**src/rtl/phase_timer_pkg.sv**
```systemverilog
// phase_timer_pkg: shared state encoding, default sizes and duration-bus helper
// for the multi-phase timer.
package phase_timer_pkg;

    typedef enum logic [1:0] {IDLE, RUN, PAUSE, DONE} phase_timer_state_e;

    localparam int DEF_WIDTH      = 11;
    localparam int DEF_NUM_PHASES = 4;
    localparam int MAX_BUS_W      = 1024;

    // Returns the w-bit field idx of a packed bus, zero-extended to 32 bits.
    function automatic logic [31:0] dur_at(input logic [MAX_BUS_W-1:0] bus,
                                           input int unsigned idx,
                                           input int unsigned w);
        logic [MAX_BUS_W-1:0] sh;
        sh = bus >> (idx * w);
        return sh[31:0] & ((w >= 32) ? 32'hFFFF_FFFF : ((32'd1 << w) - 32'd1));
    endfunction

endpackage

```
**src/rtl/phase_timer_interval_counter.sv**
```systemverilog
// interval_counter: WIDTH-bit up-counter that wraps to zero on reaching its
// terminal value, with a registered terminal pulse.
module interval_counter #(
    parameter int WIDTH = 11
) (
    input  logic             clk,
    input  logic             rst,
    input  logic             load_zero,
    input  logic             enable,
    input  logic [WIDTH-1:0] terminal,
    output logic [WIDTH-1:0] count,
    output logic             at_term,
    output logic             tc_pulse
);

    logic [WIDTH-1:0] r_count;
    logic             r_tc;

    assign at_term  = r_count == terminal;
    assign count    = r_count;
    assign tc_pulse = r_tc;

    always_ff @(posedge clk or posedge rst) begin
        if (rst) begin
            r_count <= '0;
            r_tc    <= 1'b0;
        end else begin
            r_tc    <= enable && !load_zero && at_term;
            r_count <= load_zero ? '0 : !enable ? r_count : at_term ? '0 : r_count + 1'b1;
        end
    end

endmodule

```
**src/rtl/phase_timer.sv**
```systemverilog
// phase_timer: steps through NUM_PHASES programmable durations, pulsing at
// every phase end and at the end of each full sequence.
module phase_timer
    import phase_timer_pkg::*;
#(
    parameter  int WIDTH      = DEF_WIDTH,
    parameter  int NUM_PHASES = DEF_NUM_PHASES,
    localparam int PHASE_W    = $clog2(NUM_PHASES)
) (
    input  logic                        clk,
    input  logic                        resetN,
    input  logic                        start,
    input  logic                        hold,
    input  logic                        one_shot,
    input  logic [NUM_PHASES*WIDTH-1:0] durations,
    output logic [PHASE_W-1:0]          phase,
    output logic [WIDTH-1:0]            count,
    output logic                        phase_done,
    output logic                        cycle_done,
    output logic                        busy
);

    localparam logic [PHASE_W-1:0] LAST = PHASE_W'(NUM_PHASES - 1);

    phase_timer_state_e r_state, w_next;
    logic [PHASE_W-1:0] r_phase, w_next_phase;
    logic [WIDTH-1:0]   r_dur, w_count;
    logic               r_cycle_done;
    logic               w_active, w_step, w_at_term, w_end, w_last, w_finish, w_phase_done;

    // hold is checked ahead of the terminal compare so a held terminal cycle defers the phase end
    assign w_active     = (r_state == RUN) || (r_state == PAUSE);
    assign w_step       = w_active && !hold && !start;
    assign w_end        = w_step && w_at_term;
    assign w_last       = r_phase == LAST;
    assign w_finish     = w_end && w_last && one_shot;
    assign w_next_phase = w_last ? '0 : r_phase + 1'b1;

    interval_counter #(.WIDTH(WIDTH)) u_cnt (
        .clk      (clk),
        .rst      (resetN),
        .load_zero(start),
        .enable   (w_step),
        .terminal (r_dur),
        .count    (w_count),
        .at_term  (w_at_term),
        .tc_pulse (w_phase_done)
    );

    always_ff @(posedge clk or posedge resetN) begin
        if (resetN) r_state <= IDLE;
        else        r_state <= w_next;
    end

    always_comb begin
        w_next = start ? RUN : !w_active ? r_state : hold ? PAUSE : w_finish ? DONE : RUN;
    end

    // A one-shot finish leaves phase on the last index and keeps the latch as is
    always_ff @(posedge clk or posedge resetN) begin
        if (resetN) begin
            r_phase      <= '0;
            r_dur        <= '0;
            r_cycle_done <= 1'b0;
        end else begin
            r_cycle_done <= w_end && w_last;
            if (start) begin
                r_phase <= '0;
                r_dur   <= WIDTH'(dur_at(MAX_BUS_W'(durations), 0, WIDTH));
            end else if (w_end && !w_finish) begin
                r_phase <= w_next_phase;
                r_dur   <= WIDTH'(dur_at(MAX_BUS_W'(durations), 32'(w_next_phase), WIDTH));
            end
        end
    end

    assign phase      = r_phase;
    assign count      = w_count;
    assign phase_done = w_phase_done;
    assign cycle_done = r_cycle_done;
    assign busy       = w_active;

endmodule

```
**config.mk**
```make
export PLATFORM = sky130hd
export DESIGN_NAME = phase_timer
export DESIGN_NICKNAME = d
export VERILOG_FILES = /design/src/rtl/phase_timer_pkg.sv /design/src/rtl/phase_timer_interval_counter.sv /design/src/rtl/phase_timer.sv
export SDC_FILE = /design/constraint.sdc
export NUM_CORES = 1
export LEC_CHECK = 0
export ABC_CLOCK_PERIOD_IN_PS = 3100
export BUFFER_PORTS_ARGS = -buffer_cell sky130_fd_sc_hd__buf_2
export CAP_MARGIN = 20
export CORE_MARGIN = 10
export CORE_UTILIZATION = 40
export DETAILED_ROUTE_END_ITERATION = 16
export PLACE_DENSITY = 0.74
export SLEW_MARGIN = 20
export SYNTH_ARGS = -nofsm -noshare
export SYNTH_HDL_FRONTEND = slang
export SYNTH_SLANG_ARGS = --single-unit
```
**constraint.sdc**
```tcl
create_clock -name clk -period 3.1 [get_ports clk]
set_clock_uncertainty 0.05 [all_clocks]
set_input_delay 0.775 -clock clk [delete_from_list [all_inputs] [get_ports clk]]
set_output_delay 0.775 -clock clk [all_outputs]
set_load 0.005 [all_outputs]
```
==> results.sh <==
export IMPL_nets=299
export IMPL_tns_ns=0
export IMPL_grt_util_met3=0.03064
export IMPL_cpLargestDelayFamily="adder cells"
export IMPL_die_w_um=87.56
export IMPL_core_um2=4384
export IMPL_diodes=0
export IMPL_cp_start_kind="flip-flop"
export IMPL_gp_congestion=0.7940
export IMPL_hold_class="reg -> reg"
export IMPL_drtPass1Iterations=4
export IMPL_vdd_drop_max_uv=191.9
export IMPL_globalRouteTotalUtil=0.1324
export IMPL_antenna_found_initial=0
export IMPL_ys_ff_latch=28
export IMPL_ant_nets=0
export IMPL_setup_ws_ns=0.6263
export IMPL_ys_seq_area_frac=0.3838
export IMPL_fill_cells=421
export IMPL_syn_inst=185
export IMPL_die_y_um=87.56
export IMPL_met2_usage=0.2388
export IMPL_final_hold_viol_count=0
export IMPL_power_density_nw_per_um2=386.0
export IMPL_crit_slowest_cell="ha_1"
export IMPL_fin_crit_sh=0.7980
export IMPL_num_rows=24
export IMPL_fmax_ghz=0.4043
export IMPL_crit_required_ns=3.21
export IMPL_initial_core_util=0.4164
export IMPL_rsz0062_at_grt="false"
export IMPL_drive_gt1_frac=0.3887
export IMPL_drt_iter0_markers=99
export IMPL_ys_warn_count=0
export IMPL_dpl_worst_slack_ns=0.7041
export IMPL_area_growth_pct=24.13
export IMPL_cts_setup_buffers=0
export IMPL_clkSinkCount=28
export IMPL_pin_count=65
export IMPL_tightest_slew_ns=0.7528
export IMPL_ctsHoldBuffers=0
export IMPL_synthesis_nets=236
export IMPL_path_cells="ha_1, nor2_1, nor2_1, buf_4, mux2_2, mux2_4"
export IMPL_status="completed"
export IMPL_worstPathMaxFanout=24
export IMPL_synth_avg_cell_area_um2=9.868
export IMPL_routed_wl_um=5038
export IMPL_path_common_cell="nor2_1"
export IMPL_cts_tree="yes"
export IMPL_p_leak_nw=1.150
export IMPL_critPathLaunch="phase[0]"
export IMPL_cp_slowest_stage_delay_ns=0.77
export IMPL_ys_async_sr_fraction=1.000
export IMPL_portBuffers=64
export IMPL_synth_ff_type="dfrtp_1"
export IMPL_cts_resized_gates=0
export IMPL_drv_cap=0
export IMPL_worstReg2RegStart="phase[0]"
export IMPL_grt_busiest_layer="met2"
export IMPL_maxSlewHeadroom=0.4976
export IMPL_setup_viol=0
export IMPL_vias=1589
export IMPL_min_period_ns=2.474
export IMPL_path_clk_slew_ns=0.10
export IMPL_crit_buf_inv=1
export IMPL_grt_max_degree=29
export IMPL_min_delay_start="r_dur[3]"
export IMPL_grt_overflow_total=0
export IMPL_drc_errors=0
export IMPL_synth_edf_count=0
export IMPL_root_buffer="clkbuf_8"
export IMPL_cts_buffer_depth=2
export IMPL_dp_hpwl_um=3913
export IMPL_viasPerCell=5.314
export IMPL_syn_area_um2=1826
export IMPL_routedWlPerCell_um=16.85
export IMPL_grt_pass1_wl_um=8211
export IMPL_crit_type="reg -> reg"
export IMPL_dieArea_um2=7666
export IMPL_grt_pass1_vias=1686
export IMPL_drv_slew=0
export IMPL_globalRouteMet1Util=0.1530
export IMPL_endpoint_kind="flip-flop"
export IMPL_numCtsBuffers=3
export IMPL_ys_types=33
export IMPL_worstPathArrival_ns=2.59
export IMPL_htree_levels=1
export IMPL_clock_latency_ns=0.28
area by class of cell:
| type | instances | area [um2] | share of cell area |
|---|---|---|---|
| clock inverters | 1 | 30.03 | 0.01325 |
| well taps | 52 | 65.06 | 0.02871 |
| clock buffers | 3 | 41.29 | 0.01822 |
| repair buffers | 69 | 357.8 | 0.1579 |
| inverters | 6 | 22.52 | 0.009939 |
| multi-input cells | 140 | 1049 | 0.4627 |
| flip-flops and latches | 28 | 700.7 | 0.3092 |
logic make-up (layout without fill, tap and decap cells):
family | after synthesis | after routing | share of synthesized area
multiplexers | 33 | 33 | 0.2111
flip-flops | 28 | 28 | 0.3838
AO/OA/AOI/OAI | 30 | 30 | 0.1055
XOR/XNOR | 14 | 14 | 0.07128
adder cells (fa/ha/maj) | 2 | 2 | 0.01371
AND/OR/NAND/NOR | 61 | 61 | 0.1727
buffers and inverters | 17 | 79 | 0.04181
state kept, by name, indices dropped and copies added, names as in the netlist:
signal and cells:
phase 2, r_state 2, r_dur 11, cycle_done 1
u_cnt.tc_pulse 1, u_cnt.count 11
synth_stat cells, drive strengths merged (6+ instances only):
| master | number | area (um2) |
|---|---|---|
| dfrtp | 28 | 700.7 |
| mux2 | 20 | 255.3 |
| nor2 | 16 | 62.56 |
| a21oi | 13 | 65.06 |
| mux2i | 13 | 130.1 |
| nand2 | 13 | 48.80 |
| xnor2 | 11 | 96.34 |
| nand3 | 10 | 50.05 |
| nand4 | 10 | 62.56 |
| clkbuf | 6 | 22.52 |
| inv | 6 | 22.52 |
per-stage QoR:
step                      utilization  std cells  power [mW]  area, um2  hold WS, ns
after floorplan                     -        185      0.5241       1826       0.4493
after global placement         0.5006        295      0.5854       2195       0.4699
after detailed placement       0.5006        295      0.5913       2195       0.4770
after CTS                      0.5168        299      0.8811       2266       0.4988
after global routing           0.5168        299      0.9208       2266       0.5213
final                          0.5168        299      0.8747       2266       0.4945
routing by layer:
metal | part of all wire | vias up
met4 | 0.0075 | 0
met3 | 0.042 | 4
met2 | 0.55 | 22
li1 | - | 791
met1 | 0.40 | 772
met5 | 0 | -
worst paths after layout:
check	endpoint	slack [ns]	cells past startpoint
worst min register to register	r_dur[3]	0.49	1
worst max-delay path	r_dur[6]	0.63	6
min in group asynchronous	r_state[0]	0.50	3
worst max register to register	r_dur[6]	0.63	6
worst min-delay path	r_dur[3]	0.49	1
max in group asynchronous	r_dur[5]	2.23	3
placed cells by master, fill, tap and decap left out, types with 2 or more instances in the layout:
master    netlist  layout
and3_1          3       3
nand4_1        10      10
nor2_1         15      15
buf_2           4      64
nand2_1        13      13
clkbuf_8        0       3
mux2_2         12      12
a31oi_1         2       2
mux2_4          8       8
nand3_1        10      10
inv_1           6       6
a21oi_1        13      13
and2_1          3       3
dfrtp_1        28      28
ha_1            2       2
nand2b_1        2       2
buf_4           0       5
xnor2_1        11      11
mux2i_1        13      13
o311ai_0        5       5
o21ai_0         5       5
xor2_1          2       2
where the power goes:
| group | internal, mW | switching, mW | total (mW) | leakage (nW) |
|---|---|---|---|---|
| logic | 0.0929 | 0.0757 | 0.169 | 0.753 |
| clock network | 0.173 | 0.118 | 0.291 | 0.0357 |
| registers | 0.389 | 0.0264 | 0.415 | 0.361 |
| total | 0.655 | 0.220 | 0.875 | 1.15 |
No activity file was read; power rests on OpenSTA's default activity.
